`src/rtl/axi_block_writer.sv`:
```
// AXI4 write-burst master: loads one cache line and writes it out as a single INCR burst, low word first.
// Optional B-response error flag enabled by defining AXI_WRITER_BRESP_CHECK_EN.
//
// state | meaning
// IDLE  | waiting for i_start; o_done pulses here after a completed burst
// ADDR  | presenting the burst address on AW
// DATA  | shifting the line out on W, one word per handshake
// RESP  | waiting for the write response on B
module axi_block_writer #(
  parameter int AXI_ADDR_WIDTH = 32,
  parameter int AXI_DATA_WIDTH = 32,
  parameter int BLOCK_WIDTH    = 512
) (
  input  logic                        i_clk,
  input  logic                        i_arst,
  input  logic                        i_start,
  input  logic [AXI_ADDR_WIDTH-1:0]   i_addr,
  input  logic [BLOCK_WIDTH-1:0]      i_data_block,
  output logic                        o_busy,
  output logic                        o_done,
  output logic                        o_error,
  output logic                        o_awvalid,
  output logic [AXI_ADDR_WIDTH-1:0]   o_awaddr,
  output logic [7:0]                  o_awlen,
  output logic [2:0]                  o_awsize,
  output logic [1:0]                  o_awburst,
  input  logic                        i_awready,
  output logic                        o_wvalid,
  output logic [AXI_DATA_WIDTH-1:0]   o_wdata,
  output logic [AXI_DATA_WIDTH/8-1:0] o_wstrb,
  output logic                        o_wlast,
  input  logic                        i_wready,
  input  logic                        i_bvalid,
  input  logic [1:0]                  i_bresp,
  output logic                        o_bready
);

  localparam int BEATS    = BLOCK_WIDTH / AXI_DATA_WIDTH;
  localparam int CNT_W    = (BEATS > 1) ? $clog2(BEATS) : 1;
  localparam int ADDR_LSB = $clog2(BLOCK_WIDTH / 8);
  localparam int SIZE     = $clog2(AXI_DATA_WIDTH / 8);
  localparam logic [CNT_W-1:0] LAST_BEAT = CNT_W'(BEATS - 1);
  localparam logic [AXI_ADDR_WIDTH-1:0] ADDR_MASK =
    ~((AXI_ADDR_WIDTH'(1) << ADDR_LSB) - AXI_ADDR_WIDTH'(1));

  typedef enum logic [1:0] {IDLE, ADDR, DATA, RESP} state_t;

  state_t                    state_q;
  logic [BLOCK_WIDTH-1:0]    buf_q;
  logic [CNT_W-1:0]          cnt_q;
  logic [AXI_ADDR_WIDTH-1:0] addr_q;
  logic                      awvalid_q;
  logic                      wvalid_q;
  logic                      bready_q;
  logic                      done_q;
`ifdef AXI_WRITER_BRESP_CHECK_EN
  logic                      error_q;
`endif

  // Valids are only ever cleared on their own handshake, so payloads stay stable while stalled.
  always_ff @(posedge i_clk or posedge i_arst) begin
    if (i_arst) begin
      state_q   <= IDLE;
      buf_q     <= '0;
      cnt_q     <= '0;
      addr_q    <= '0;
      awvalid_q <= 1'b0;
      wvalid_q  <= 1'b0;
      bready_q  <= 1'b0;
      done_q    <= 1'b0;
`ifdef AXI_WRITER_BRESP_CHECK_EN
      error_q   <= 1'b0;
`endif
    end else begin
      done_q <= 1'b0;
      case (state_q)
        IDLE: begin
          if (i_start) begin
            buf_q     <= i_data_block;
            addr_q    <= i_addr & ADDR_MASK;
            awvalid_q <= 1'b1;
            state_q   <= ADDR;
`ifdef AXI_WRITER_BRESP_CHECK_EN
            error_q   <= 1'b0;
`endif
          end
        end
        ADDR: begin
          if (i_awready) begin
            awvalid_q <= 1'b0;
            wvalid_q  <= 1'b1;
            state_q   <= DATA;
          end
        end
        DATA: begin
          if (i_wready) begin
            buf_q <= buf_q >> AXI_DATA_WIDTH;
            if (cnt_q == LAST_BEAT) begin
              cnt_q    <= '0;
              wvalid_q <= 1'b0;
              bready_q <= 1'b1;
              state_q  <= RESP;
            end else begin
              cnt_q <= cnt_q + 1'b1;
            end
          end
        end
        RESP: begin
          if (i_bvalid) begin
            bready_q <= 1'b0;
            done_q   <= 1'b1;
            state_q  <= IDLE;
`ifdef AXI_WRITER_BRESP_CHECK_EN
            if (i_bresp != 2'b00) error_q <= 1'b1;
`endif
          end
        end
        default: state_q <= IDLE;
      endcase
    end
  end

  assign o_busy    = (state_q != IDLE);
  assign o_done    = done_q;
  assign o_awvalid = awvalid_q;
  assign o_awaddr  = addr_q;
  // Fixed AW fields are gated so that every output reads zero out of reset.
  assign o_awlen   = awvalid_q ? 8'(BEATS - 1) : 8'd0;
  assign o_awsize  = awvalid_q ? 3'(SIZE) : 3'd0;
  assign o_awburst = awvalid_q ? 2'b01 : 2'b00;
  assign o_wvalid  = wvalid_q;
  assign o_wdata   = buf_q[AXI_DATA_WIDTH-1:0];
  assign o_wstrb   = {(AXI_DATA_WIDTH/8){wvalid_q}};
  assign o_wlast   = wvalid_q && (cnt_q == LAST_BEAT);
  assign o_bready  = bready_q;

`ifdef AXI_WRITER_BRESP_CHECK_EN
  assign o_error = error_q;
`else
  logic unused_bresp;
  assign unused_bresp = ^i_bresp;
  assign o_error      = 1'b0;
`endif

endmodule

```
`config.mk`:
```
export PLATFORM = sky130hd
export DESIGN_NAME = axi_block_writer
export DESIGN_NICKNAME = d
export VERILOG_FILES = /design/src/rtl/axi_block_writer.sv
export SDC_FILE = /design/constraint.sdc
export NUM_CORES = 1
export LEC_CHECK = 0
export ABC_AREA = 1
export BUFFER_PORTS_ARGS = -buffer_cell sky130_fd_sc_hd__buf_2
export CORE_AREA = 2 2 248 250
export CTS_CLUSTER_DIAMETER = 30
export DETAILED_ROUTE_END_ITERATION = 16
export DIE_AREA = 0 0 250 252
export GPL_TIMING_DRIVEN = 0
export HOLD_SLACK_MARGIN = 0.15
export PLACE_DENSITY = 0.65
export SLEW_MARGIN = 20
export SYNTH_ARGS = -nofsm -noshare
export SYNTH_HDL_FRONTEND = slang
export SYNTH_SLANG_ARGS = --single-unit
export TNS_END_PERCENT = 100
```
`constraint.sdc`:
```
create_clock -name i_clk -period 30.9 [get_ports i_clk]
set_input_delay 7.725 -clock i_clk [delete_from_list [all_inputs] [get_ports i_clk]]
set_output_delay 7.725 -clock i_clk [all_outputs]
set_load 0.005 [all_outputs]
```
==> impl_metrics.tcl <==
set metrics [dict create \
    yosys_warnings 0 \
    grt.overflow.total 0 \
    wl_per_cell_um 22.0 \
    synth_most_common_cell "nand2_1" \
    drc 0 \
    p_sw_share_pct 37.7 \
    core.rowCount 90 \
    cts_tree "built" \
    dpl_cell_area_um2 29300 \
    ios 640 \
    yosys-top-cells-count "nand2_1, dfrtp_1, mux2i_1" \
    ant_nets 0 \
    ys_seq_elements 548 \
    cts.sinks 548 \
    root_buffer "clkbuf_16" \
    dp.cells 3826 \
    vias 21100 \
    syn_area_per_cell_um2 10.4 \
    antenna_found_initial 60 \
    postCtsHoldBufs 0 \
    drt-pass1-iter-count 5 \
    grt_pass1_wl_um 134000 \
    power.share.sequential_pct 31.2 \
    cp-end-kind "flip-flop" \
    synthTopCellsByArea "dfrtp_1, mux2i_1, nand2_1" \
    rr_worst_depth 9 \
    drive_gt1_share_pct 31.6 \
    dpl.hpwl_um 70700 \
    portBuffers 617 \
    whs_ns 0.478 \
    clock_skew_ns 0.0286 \
    hp-start "buf_q[244]" \
    min_path_cells 2 \
    areaGrowthSynthToFinish_pct 34.9 \
    reg2reg_to "buf_q[478]" \
    fin_cells 4101 \
    critical_path_class "in2reg" \
    final_net_count 3734 \
    synth_edf_count 0 \
    finalPower_mw 4.22 \
    hold_path.class "reg2reg" \
    rsz0062_at_grt "false" \
    hold_violations 0 \
    setup_viol 0 \
    core_um2 60100 \
    cp_max_fo 10 \
    clock.fmax_mhz 106 \
    track_usage_pct 28.5 \
    final.setup.tns_ns 0 \
    grt_pass1_vias 22100 \
    netlist-cell-type-count 23 \
    status "finished clean" \
    ir_worst_vdd_uv 64.2 \
    drt-initial-drc-count 1431 \
    nFillCells 5247 \
    slew_viol_final 0 \
    pre_cts_slack_ns 20.77 \
    pwr-share-clk_pct 32.0 \
    leakage_nw 16.2 \
    min_period_ns 9.44 \
    htreeDepth 4 \
    grt_max_degree 112 \
    startpoint_type "input pin" \
    regToRegStartpoint "state_q[0]" \
    gp_congestion 0.930 \
    yosysTopAreaCellShare_pct 54.8 \
    viasPerCell 5.14 \
    start_util_pct 41.6 \
    postLayoutCoreUtil_pct 56.2 \
    cp.arrival_ns 9.95 \
    tightest_slew_ns 0.890 \
    syn_inst 2409 \
    relSlewSlack_pct 40.7 \
    clock_latency_ns 0.70 \
    async_reset_ff_share_pct 100 \
    clk_path_buf_depth 3 \
    multi_input_area_um2 10000 \
    syn_area_um2 25000 \
    setup_ws_ns 21.46 \
    drt-total-wl_um 90300 \
    synthFlopType "dfrtp_1" \
    cap_violations 0 \
    cts_setup_buffers 0 \
    seq_area_frac_synth_pct 54.8 \
    synth_top_cell_by_area "dfrtp_1" \
    cts_resized 0 \
    rrSetupSlack_ns 27.64 \
    switchingPower_mw 1.59 \
    fin_crit_sh_pct 30.5 \
    die_area_um2 63000 \
    final_cell_area_um2 33800 \
    p_int_mw 2.63 \
    p_per_area_nw_per_um2 125 \
    die_y_um 252 \
    cts_made_buffers 131 \
    dieWidth_um 250 \
    register_area_um2 13700 \
    p_comb_share_pct 36.8 \
    hold_end "buf_q[244]" \
    clk_pin_slew_ns 0.04 \
    cp.required_ns 31.42 \
]
registers in the layout, summed over array words and instances, names as in the netlist:
register and flops:
o_wvalid 1, buf_q 512, o_done 1, o_bready 1, cnt_q 4, state_q 2, o_awvalid 1, o_awaddr 26
cell usage in the layout (no fill, tap or decap), types with 3 or more instances in the layout:
cell type,n
o21ai_1,102
nand2_1,572
bufinv_16,10
buf_2,713
diode_2,39
buf_16,5
nor2_1,4
buf_4,59
conb_1,14
dfrtp_1,548
clkbuf_16,133
ha_1,5
mux2_2,26
clkinv_8,3
o21ai_0,412
clkbuf_1,80
nand3_1,5
buf_6,11
clkbuf_8,24
mux2i_1,480
inv_6,7
clkinvlp_4,8
nand4_1,3
clkinv_2,31
inv_1,13
routing by layer:
metal | part of all wire [%] | GRT usage (%) | vias up
met1 | 39 | 33.3 | 10300
met4 | 2.7 | 10.2 | 56
met3 | 8.3 | 9.35 | 200
met5 | 0.41 | 0 | -
li1 | - | - | 9784
met2 | 50 | 49.0 | 751
kinds of logic after synthesis:
logic type	Yosys count	synth area share [%]
mux	506	20.4
simple gates	587	8.90
xor+xnor	1	0.0350
compound gates	517	10.3
other cells	1	0.0150
buf+inv	244	5.35
fa+ha+maj	5	0.250
flops	548	54.8
worst max-delay path, stage by stage:
cell and delay, ns:
buf_2 0.10, inv_1 0.04, nand2_1 0.10, nand3_2 0.33
clkbuf_1 0.71, clkbuf_1 0.72, o21ai_0 0.21
worst max-delay path by stage:
stage / end / slack (ns) / from / cells after the start
after floorplan: buf_q[0] / 7.85 / i_arst / 1
after global placement: buf_q[293] / 2.39 / i_arst / 2
after detailed placement: buf_q[478] / 20.77 / i_start / 7
after CTS: o_wlast / 21.50 / cnt_q[0] / 4
after global routing: buf_q[478] / 21.37 / i_start / 7
final: buf_q[478] / 21.46 / i_start / 7
power groups by stage:
stage | sequential [mW] | combinational, mW | clock, mW
after floorplan | 1.24 | 1.10 | 0
after global placement | 1.31 | 1.50 | 0
after detailed placement | 1.32 | 1.55 | 0
after CTS | 1.32 | 1.56 | 1.37
after global routing | 1.35 | 1.73 | 1.41
final | 1.32 | 1.55 | 1.35
cell type report:
| cell class | instances | area share (%) |
|---|---|---|
| Timing Repair Buffer | 622 | 9.55 |
| Clock inverter | 61 | 1.97 |
| Clock buffer | 175 | 11.0 |
| Tap cell | 782 | 2.90 |
| Multi-Input combinational cell | 1630 | 29.7 |
| Sequential cell | 548 | 40.6 |
| Inverter | 16 | 0.200 |
| Antenna cell | 39 | 0.289 |
| Buffer | 228 | 3.79 |
Note: power is estimated with default switching activity, not from simulation.
